<file path="config.mk">
export PLATFORM = sky130hd
export DESIGN_NAME = argmax_sequencer_flat
export DESIGN_NICKNAME = d
export VERILOG_FILES = /design/src/rtl/argmax_sequencer_if.sv /design/src/rtl/argmax_sequencer.sv /design/src/flat_wrapper.sv
export SDC_FILE = /design/constraint.sdc
export NUM_CORES = 1
export LEC_CHECK = 0
export CAP_MARGIN = 30
export CORE_MARGIN = 2
export CORE_UTILIZATION = 42
export CTS_BUF_LIST = sky130_fd_sc_hd__clkbuf_2
export CTS_CLUSTER_SIZE = 24
export DETAILED_ROUTE_END_ITERATION = 7
export PLACE_DENSITY_LB_ADDON = 0.12
export REMOVE_ABC_BUFFERS = 1
export SKIP_CTS_REPAIR_TIMING = 1
export SYNTH_ARGS = -nofsm -noshare
export SYNTH_HDL_FRONTEND = slang
export SYNTH_SLANG_ARGS = --single-unit
export TNS_END_PERCENT = 10
</file>
<file path="constraint.sdc">
create_clock -name clk_i -period 2.1 [get_ports clk_i]
set_clock_uncertainty 0.2 [all_clocks]
set_input_delay 0.21 -clock clk_i [delete_from_list [all_inputs] [get_ports clk_i]]
set_output_delay 0.21 -clock clk_i [all_outputs]
set_load 0.05 [all_outputs]
</file>
<file path="src/rtl/argmax_sequencer_if.sv">
// Bundles the start/result handshake, the score-buffer read port and the shared comparator
// port of the argmax sequencer. The sequencer uses the slave view.
interface argmax_sequencer_if #(
    parameter int RESOLUTION = 8,
    parameter int INDEX_SIZE = 4
);
    logic                  start;
    logic                  busy;
    logic                  done;
    logic [INDEX_SIZE-1:0] digit;
    logic [RESOLUTION-1:0] max_score;

    logic                  score_rd;
    logic [INDEX_SIZE-1:0] score_addr;
    logic [RESOLUTION-1:0] score_data;

    logic [RESOLUTION-1:0] cmp_in1;
    logic [INDEX_SIZE-1:0] cmp_idx1;
    logic [RESOLUTION-1:0] cmp_in2;
    logic [INDEX_SIZE-1:0] cmp_idx2;
    logic [RESOLUTION-1:0] cmp_max_val;
    logic [INDEX_SIZE-1:0] cmp_max_idx;

    modport slave (
        input  start, score_data, cmp_max_val, cmp_max_idx,
        output busy, done, digit, max_score, score_rd, score_addr,
               cmp_in1, cmp_idx1, cmp_in2, cmp_idx2
    );

    modport master (
        output start, score_data, cmp_max_val, cmp_max_idx,
        input  busy, done, digit, max_score, score_rd, score_addr,
               cmp_in1, cmp_idx1, cmp_in2, cmp_idx2
    );
endinterface

</file>
<file path="src/rtl/argmax_sequencer.sv">
// Scans N_CLASSES scores through one shared 1-cycle comparator, feeding back the running
// maximum, and reports the winning index/score with a single-cycle done pulse.
module argmax_sequencer #(
    parameter int N_CLASSES  = 10,
    parameter int RESOLUTION = 8,
    parameter int INDEX_SIZE = 4
) (
    input  logic               clk_i,
    input  logic               reset_i,
    argmax_sequencer_if.slave  bus
);
    typedef enum logic [1:0] {
        S_IDLE  = 2'd0,
        S_FETCH = 2'd1,
        S_DRAIN = 2'd2,
        S_DONE  = 2'd3
    } state_t;

    localparam logic [INDEX_SIZE-1:0] LAST_IDX = INDEX_SIZE'(N_CLASSES - 1);
    localparam logic [INDEX_SIZE-1:0] ONE_IDX  = INDEX_SIZE'(1);

    state_t                state_q;
    logic                  busy_q;
    logic                  rd_q;
    logic [INDEX_SIZE-1:0] addr_q;
    logic                  done_q;
    logic [INDEX_SIZE-1:0] digit_q;
    logic [RESOLUTION-1:0] max_q;
    // cmp_*: compare in flight this cycle; res_*: its result now on cmp_max_*
    logic                  cmp_v_q;
    logic [INDEX_SIZE-1:0] cmp_k_q;
    logic                  res_v_q;
    logic [INDEX_SIZE-1:0] res_k_q;

    logic [RESOLUTION-1:0] cmp_in1_d;
    logic [INDEX_SIZE-1:0] cmp_idx1_d;
    logic [RESOLUTION-1:0] cmp_in2_d;
    logic [INDEX_SIZE-1:0] cmp_idx2_d;

    // Sequencer FSM, read-address counter, compare pipeline valids and result capture
    always_ff @(posedge clk_i) begin
        if (reset_i) begin
            state_q <= S_IDLE;
            busy_q  <= 1'b0;
            rd_q    <= 1'b0;
            addr_q  <= '0;
            done_q  <= 1'b0;
            digit_q <= '0;
            max_q   <= '0;
            cmp_v_q <= 1'b0;
            cmp_k_q <= '0;
            res_v_q <= 1'b0;
            res_k_q <= '0;
        end else begin
            cmp_v_q <= rd_q;
            cmp_k_q <= addr_q;
            res_v_q <= cmp_v_q;
            res_k_q <= cmp_k_q;
            done_q  <= 1'b0;
            case (state_q)
                S_IDLE: begin
                    if (bus.start) begin
                        state_q <= S_FETCH;
                        busy_q  <= 1'b1;
                        rd_q    <= 1'b1;
                        addr_q  <= '0;
                    end
                end
                S_FETCH: begin
                    if (addr_q == LAST_IDX) begin
                        rd_q    <= 1'b0;
                        state_q <= S_DRAIN;
                    end else begin
                        addr_q <= addr_q + ONE_IDX;
                    end
                end
                S_DRAIN: begin
                    // The comparator result for the last index is visible now
                    if (res_v_q && (res_k_q == LAST_IDX)) begin
                        digit_q <= bus.cmp_max_idx;
                        max_q   <= bus.cmp_max_val;
                        done_q  <= 1'b1;
                        busy_q  <= 1'b0;
                        state_q <= S_DONE;
                    end
                end
                S_DONE: begin
                    state_q <= S_IDLE;
                end
                default: begin
                    state_q <= S_IDLE;
                end
            endcase
        end
    end

    // Comparator operands: first compare seeds against zero, later ones feed back the running max
    always_comb begin
        cmp_in1_d  = '0;
        cmp_idx1_d = '0;
        cmp_in2_d  = '0;
        cmp_idx2_d = '0;
        if (cmp_v_q) begin
            cmp_in2_d  = bus.score_data;
            cmp_idx2_d = cmp_k_q;
            if (cmp_k_q == '0) begin
                cmp_in1_d  = '0;
                cmp_idx1_d = '0;
            end else begin
                cmp_in1_d  = bus.cmp_max_val;
                cmp_idx1_d = bus.cmp_max_idx;
            end
        end else begin
            cmp_in1_d  = '0;
            cmp_idx1_d = '0;
        end
    end

    assign bus.busy       = busy_q;
    assign bus.done       = done_q;
    assign bus.digit      = digit_q;
    assign bus.max_score  = max_q;
    assign bus.score_rd   = rd_q;
    assign bus.score_addr = addr_q;
    assign bus.cmp_in1    = cmp_in1_d;
    assign bus.cmp_idx1   = cmp_idx1_d;
    assign bus.cmp_in2    = cmp_in2_d;
    assign bus.cmp_idx2   = cmp_idx2_d;
endmodule

</file>
<file path="src/flat_wrapper.sv">
// flat-port wrapper written by rule: the top's interface ports become plain ports
module argmax_sequencer_flat 
#(
    parameter int N_CLASSES  = 10,
    parameter int RESOLUTION = 8,
    parameter int INDEX_SIZE = 4
)
  (clk_i, reset_i, bus_start, bus_score_data, bus_cmp_max_val, bus_cmp_max_idx, bus_busy, bus_done, bus_digit, bus_max_score, bus_score_rd, bus_score_addr, bus_cmp_in1, bus_cmp_idx1, bus_cmp_in2, bus_cmp_idx2);
  argmax_sequencer_if #(.RESOLUTION(RESOLUTION), .INDEX_SIZE(INDEX_SIZE)) bus_i ();
  input  logic clk_i;
  input  logic reset_i;
  input wire logic [$bits(bus_i.start)-1:0] bus_start;
  input wire logic [$bits(bus_i.score_data)-1:0] bus_score_data;
  input wire logic [$bits(bus_i.cmp_max_val)-1:0] bus_cmp_max_val;
  input wire logic [$bits(bus_i.cmp_max_idx)-1:0] bus_cmp_max_idx;
  output wire logic [$bits(bus_i.busy)-1:0] bus_busy;
  output wire logic [$bits(bus_i.done)-1:0] bus_done;
  output wire logic [$bits(bus_i.digit)-1:0] bus_digit;
  output wire logic [$bits(bus_i.max_score)-1:0] bus_max_score;
  output wire logic [$bits(bus_i.score_rd)-1:0] bus_score_rd;
  output wire logic [$bits(bus_i.score_addr)-1:0] bus_score_addr;
  output wire logic [$bits(bus_i.cmp_in1)-1:0] bus_cmp_in1;
  output wire logic [$bits(bus_i.cmp_idx1)-1:0] bus_cmp_idx1;
  output wire logic [$bits(bus_i.cmp_in2)-1:0] bus_cmp_in2;
  output wire logic [$bits(bus_i.cmp_idx2)-1:0] bus_cmp_idx2;
  assign bus_i.start = bus_start;
  assign bus_i.score_data = bus_score_data;
  assign bus_i.cmp_max_val = bus_cmp_max_val;
  assign bus_i.cmp_max_idx = bus_cmp_max_idx;
  assign bus_busy = bus_i.busy;
  assign bus_done = bus_i.done;
  assign bus_digit = bus_i.digit;
  assign bus_max_score = bus_i.max_score;
  assign bus_score_rd = bus_i.score_rd;
  assign bus_score_addr = bus_i.score_addr;
  assign bus_cmp_in1 = bus_i.cmp_in1;
  assign bus_cmp_idx1 = bus_i.cmp_idx1;
  assign bus_cmp_in2 = bus_i.cmp_in2;
  assign bus_cmp_idx2 = bus_i.cmp_idx2;
  argmax_sequencer #(.N_CLASSES(N_CLASSES), .RESOLUTION(RESOLUTION), .INDEX_SIZE(INDEX_SIZE)) u_core (.clk_i(clk_i), .reset_i(reset_i), .bus(bus_i));
endmodule
</file>
==> impl_metrics.csv, run 1 <==
group,metric,value,unit
global_route,grt_pass1_vias,1304,
clock_tree,clock_sinks,31,
critical_path,cp_cell_sequence,"o41a_1 > and2_1 > buf_12",
floorplan,start_util,0.445,
routing,drt-initial-drc-count,58,
timing,fin_crit,2060,ps
placed_design,placedCellCount,252,
logic_synthesis,synth.distinct_cells,28,
clock_tree,clock_latency,370,ps
placed_design,port_buffers,65,
power,total_power,1.70,mW
hold_path,hp-class,"primary input to flip-flop",
run,maxCapViolations,0,
layout,fin_cells,261,
floorplan,rows,20,
critical_path,ff2ff_path_depth,5,
timing,finalSetupViolCount,0,
logic_synthesis,netlist_area,1380,um2
routing,antenna_left,0,
clock_tree,cts-root-buf,"clkbuf_2",
critical_path,cp.arrival,1650,ps
critical_path,crit_path_start_kind,"flip-flop",
hold_path,holdCritStartpoint,"bus_cmp_max_val[0]",
routing,drt-pass1-iter-count,4,
timing,hold_violations,0,
routing,drc,0,
placed_design,dp_slack,220,ps
timing,fmax,486,MHz
global_route,grt_max_degree,32,
power,power_density,743,nW/um2
timing,tightest_slew,523,ps
timing,final_min_period_over_clock_period,0.981,
global_route,grt_pass1_wl,5640,um
placed_design,post-dp-hpwl,2830,um
layout,diodes,0,
critical_path,worstReg2RegEnd,"u_core.state_q[1]",
layout,num-nets-final,244,
hold_path,min_to,"u_core.bus.max_score[0]",
outcome,status,"finished, final reports clean",
floorplan,dieHeight,61.4,um
logic_synthesis,ys_warn_count,0,
logic_synthesis,yosys_register_bits,31,
timing,max_slew_margin,0.651,
critical_path,max_stage_delay,520,ps
placed_design,dpl_cell_area,2220,um2
clock_tree,htree_num_levels,2,
floorplan,fp.dieW,61.4,um
critical_path,end_kind,"output port",
power,peakVddDrop,0.465,mV
floorplan,dieArea,3760,um2
critical_path,crit_required,1690,ps
critical_path,crit_type,"flip-flop to output port",
layout,area_growth_syn_to_layout,65.1,%
power,p_leak,0.940,nW
critical_path,r2r_slack,200,ps
routing,vias,1318,
clock_tree,path_clk_slew,160,ps
clock_tree,cts_tree,"yes",
critical_path,timing.rr.start,"u_core.bus.score_addr[0]",
critical_path,crit_family,"compound AO/OA/AOI/OAI gates",
global_route,grtUsageTotal,0.211,
layout,final_area,2280,um2
global_route,gr-total-overflow,0,
floorplan,io_pins,66,
placed_design,place.gp.congestion,0.760,
routing,vias_per_cell,5.05,
floorplan,core,3100,um2
clock_tree,numCtsBuffers,5,
routing,post_drt_wl_per_cell,14.7,um
timing,setup_ws,40.4,ps
timing,rsz0062_at_grt,"true",
logic_synthesis,syn_inst,147,
hold_path,hold_depth,3,
layout,layout-drive-gt1-share,0.175,
timing,final.setup.tns,0,ps
clock_tree,clk_path_buf_depth,2,
layout,layout_commonest_cell,"clkdlybuf4s50_1",
critical_path,cp_max_fo,6,
global_route,grt_antenna_before_repair,0,
critical_path,path_buf_inv,1,
logic_synthesis,yosysSeqAreaShare,0.449,
logic_synthesis,avgSynthCellArea,9.40,um2
critical_path,crit_slowest_cell,"o41a_1",
timing,maxSlewViolCount,0,
layout,final_cell_mix,"clkdlybuf4s50_1 (37), dfxtp_1 (29), and2_1 (24)",
routing,finalWirelength,3840,um
## power by group
| part | switching [mW] | internal, mW |
|---|---|---|
| registers | 0.0492 | 0.643 |
| clock network | 0.196 | 0.0801 |
| logic | 0.421 | 0.305 |
## sequential cells by signal, summed over array words and instances, names as in the netlist
signal	flops
u_core.cmp_k_q	4
u_core.cmp_v_q	1
u_core.bus.max_score	8
u_core.bus.done	1
u_core.res_k_q	4
u_core.bus.score_addr	4
u_core.bus.busy	1
u_core.state_q	2
u_core.bus.score_rd	1
u_core.res_v_q	1
u_core.bus.digit	4
## worst max path at each step
stage                             startpoint                end  cells past startpoint
floorplan           u_core.bus.score_addr[0]  u_core.state_q[1]                      5
global placement    u_core.bus.score_addr[0]  u_core.state_q[1]                      5
detailed placement  u_core.bus.score_addr[0]  u_core.state_q[1]                      5
CTS                        u_core.cmp_k_q[2]    bus_cmp_idx1[2]                      3
global route               u_core.cmp_k_q[3]     bus_cmp_in1[3]                      3
finish                     u_core.cmp_k_q[3]    bus_cmp_idx1[2]                      3
## layer usage
metal | track usage | vias up | wire [um]
met5 | 0 | - | 0
met4 | 0.0973 | 0 | 46
met3 | 0.0819 | 6 | 258
met2 | 0.383 | 50 | 2130
met1 | 0.212 | 624 | 1410
li1 | - | 638 | -
## final cells by class
cell class | instances | area [um2]
Timing Repair Buffer | 68 | 823
Fill cell | 251 | 822
Multi-Input combinational cell | 107 | 731
Clock inverter | 2 | 7.51
Sequential cell | 31 | 623
Tap cell | 44 | 55.1
Clock buffer | 6 | 30.0
Inverter | 3 | 11.3
## worst register-to-register path, stage by stage (launching register included)
cell and delay (ps):
dfxtp_1 450, ha_1 200, nand3b_1 140, and2_4 220, or4b_1 500, a21oi_1 130
## through the flow
step                      utilization  hold WS [ps]
after floorplan                     -          76.7
after global placement          0.715           271
after detailed placement        0.715           274
after CTS                       0.727           252
after global routing            0.735           258
final                           0.735           260
## cell usage after synthesis
cell	instances	area share
nor3b_2	1	0.0091
o21ai_0	4	0.014
o31ai_1	2	0.011
and2_4	1	0.0063
clkbuf_1	5	0.014
nand2b_1	1	0.0045
and2_1	24	0.11
or3_1	1	0.0045
a21oi_1	9	0.033
o21a_1	1	0.0054
nor2b_1	13	0.059
nand3_1	2	0.0072
mux2i_1	13	0.094
inv_1	3	0.0082
dfxtp_1	31	0.45
nand2_1	4	0.011
nand4_1	1	0.0045
o31a_1	1	0.0063
o211ai_1	1	0.0054
o41a_1	1	0.0082
or2_2	1	0.0045
buf_4	1	0.0054
or4b_1	1	0.0072
nor2_1	13	0.035
nand3b_1	2	0.011
nand4b_1	4	0.025
ha_1	5	0.045
buf_1	1	0.0027
## cell families after synthesis
| kind of cell | after synthesis | share of synthesized area |
|---|---|---|
| and+or+nand+nor | 69 | 0.298 |
| muxes | 13 | 0.0942 |
| buffers and inverters | 10 | 0.0299 |
| AOI/OAI and AO/OA | 19 | 0.0833 |
| adders and majority gates | 5 | 0.0453 |
| DFF | 31 | 0.449 |
No activity file was read; power rests on OpenSTA's default activity.
==> run 2, diff against run 1 <==
Settings changed: HOLD_SLACK_MARGIN from default to 0.1.
==> results of run 2 <==
No change in the layout: final DEF, timing and power equal those of run 1.
==> run 3, diff against run 2 <==
Settings changed: ABC_AREA from default to 1, CORE_UTILIZATION 42 to 43.
==> run 3 against run 2 <==
Effect of this change: critical path depth decreased by 2; via count increased by 12%; fmax grew 5.1%; hold slack got worse by 10 ps; synthesized area increased by 8.5%; worst setup slack better by 100 ps; first-iteration DRC count grew 16%.
==> impl_metrics.csv, run 3 <==
group,metric,value,unit
routing,drt-initial-drc-count,67,
clock_tree,htree_num_levels,2,
critical_path,crit_slowest_cell,"clkdlybuf4s50_1",
floorplan,rows,21,
floorplan,start_util,0.449,
clock_tree,clock_latency,370,ps
logic_synthesis,yosysSeqAreaShare,0.414,
placed_design,port_buffers,65,
power,power_density,740,nW/um2
layout,final_cell_mix,"nor2_1 (52), nand2_1 (43), clkdlybuf4s50_1 (37)",
routing,finalWirelength,3800,um
routing,drt-pass1-iter-count,4,
clock_tree,clk_path_buf_depth,2,
timing,maxSlewViolCount,0,
clock_tree,numCtsBuffers,5,
critical_path,path_buf_inv,1,
logic_synthesis,netlist_area,1500,um2
routing,vias_per_cell,4.51,
timing,final.setup.tns,0,ps
global_route,grtUsageTotal,0.201,
layout,largest_reg_flops,8,
logic_synthesis,syn_inst,213,
logic_synthesis,synth.most_common_cell,"nor2_1",
routing,post_drt_wl_per_cell,11.6,um
critical_path,cp.arrival,1550,ps
placed_design,place.gp.congestion,0.758,
floorplan,io_pins,66,
placed_design,placedCellCount,319,
layout,area_growth_syn_to_layout,65.5,%
logic_synthesis,synthTopCellsByArea,"dfxtp_1 (41%), nor2_1 (13%), nand2_1 (11%)",
timing,finalSetupViolCount,0,
layout,layout-drive-gt1-share,0.209,
critical_path,cp_max_fo,2,
timing,setup_ws,141,ps
clock_tree,cts-root-buf,"clkbuf_2",
clock_tree,cts_tree,"yes",
critical_path,cp_cell_sequence,"clkdlybuf4s50_1",
timing,rsz0062_at_grt,"false",
logic_synthesis,yosys_register_bits,31,
critical_path,crit_type,"flip-flop to output port",
floorplan,core,3340,um2
critical_path,max_stage_delay,810,ps
layout,diodes,0,
floorplan,dieHeight,63.0,um
global_route,grt_max_degree,16,
placed_design,post-dp-hpwl,3000,um
timing,hold_violations,0,
placed_design,dpl_cell_area,2420,um2
floorplan,dieArea,3970,um2
routing,drc,0,
global_route,grt_antenna_before_repair,0,
clock_tree,path_clk_slew,170,ps
global_route,grt_pass1_vias,1353,
logic_synthesis,synth_top_area_cell,"dfxtp_1",
power,p_leak,1.12,nW
critical_path,crit_family,"buffers and inverters",
timing,final_min_period_over_clock_period,0.933,
global_route,grt_pass1_wl,6270,um
logic_synthesis,synthTopCellsByCount,"nor2_1 (52), nand2_1 (43), dfxtp_1 (31)",
timing,tightest_slew,528,ps
layout,num-nets-final,309,
layout,post-route-util,0.744,
routing,vias,1479,
timing,max_slew_margin,0.647,
layout,layout_commonest_cell,"nor2_1",
logic_synthesis,yosysTopAreaCellShare,0.414,
timing,fin_crit,1960,ps
layout,ff_latch_area,621,um2
floorplan,fp.dieW,63.0,um
outcome,status,"finished, final reports clean",
placed_design,dp_slack,376,ps
clock_tree,clock_sinks,31,
layout,nFillCells,264,
hold_path,hp-class,"flip-flop to flip-flop",
power,peakVddDrop,0.736,mV
logic_synthesis,synth-edff-count,0,
routing,antenna_left,0,
layout,final_area,2480,um2
critical_path,end_kind,"output port",
layout,fin_cells,328,
critical_path,crit_required,1690,ps
global_route,gr-total-overflow,0,
run,maxCapViolations,0,
timing,fmax,510,MHz
logic_synthesis,synth-async-reset-ratio,0,
critical_path,crit_path_start_kind,"flip-flop",
logic_synthesis,ys_warn_count,0,
logic_synthesis,avgSynthCellArea,7.04,um2
logic_synthesis,synth_top_flop_cell,"dfxtp_1",
logic_synthesis,synth.distinct_cells,23,
layout,multi_input_comb_area,689,um2
run 3: cell types whose count changed in the layout (fill, tap and decap cells not counted), moves of 6 or more:
cell	delta
a21oi_1	-6
and2_1	-24
buf_12	+8
buf_4	-6
inv_1	+25
inv_2	+8
mux2i_1	-13
nand2_1	+39
nor2_1	+39
nor2b_1	-13
o21ai_1	+11
run 3: area by class of cell:
cell class                 instances  share of cell area
tap                               46              0.0232
inverter                          36              0.0545
timing repair buffer              70               0.378
sequential                        31               0.250
clock buffer                       7              0.0141
multi-input combinational        137               0.278
clock inverter                     1             0.00202
run 3: stage by stage:
stage	power (mW)	hold WS (ps)
4_1_cts	1.84	251
3_3_place_gp	1.54	227
3_5_place_dp	1.55	229
6_report	1.84	250
5_1_grt	1.95	278
2_1_floorplan	1.26	72.4
run 3: per-layer routing:
| metal | track usage | part of all wire | vias to the layer above |
|---|---|---|---|
| li1 | - | - | 779 |
| met1 | 0.223 | 0.42 | 658 |
| met2 | 0.363 | 0.51 | 35 |
| met3 | 0.0486 | 0.047 | 7 |
| met4 | 0.0833 | 0.017 | 0 |
| met5 | 0 | 0 | - |
run 3: cells by family after synthesis:
kind of cell               count (synthesis)  synth area share
and+or+nand+nor                          108             0.323
buffers and inverters                     45             0.126
DFF                                       31             0.414
AOI/OAI and AO/OA                         24            0.0952
adders and majority gates                  5            0.0417
run 3: path summary, 6_finish.rpt:
kind	startpoint	to	slack, ps	depth (start not counted)
max	u_core.bus.busy	bus_busy	140	1
min	u_core.bus.score_rd	u_core.cmp_v_q	250	2
max reg2reg	u_core.state_q[0]	u_core.bus.max_score[7]	400	6
min reg2reg	u_core.bus.score_rd	u_core.cmp_v_q	250	2
run 3: power breakdown:
group / leakage [nW] / internal, mW / switching (mW)
sequential: 0.251 / 0.639 / 0.0359
combinational: 0.838 / 0.334 / 0.536
clock: 0.0330 / 0.0909 / 0.201
total: 1.12 / 1.06 / 0.772
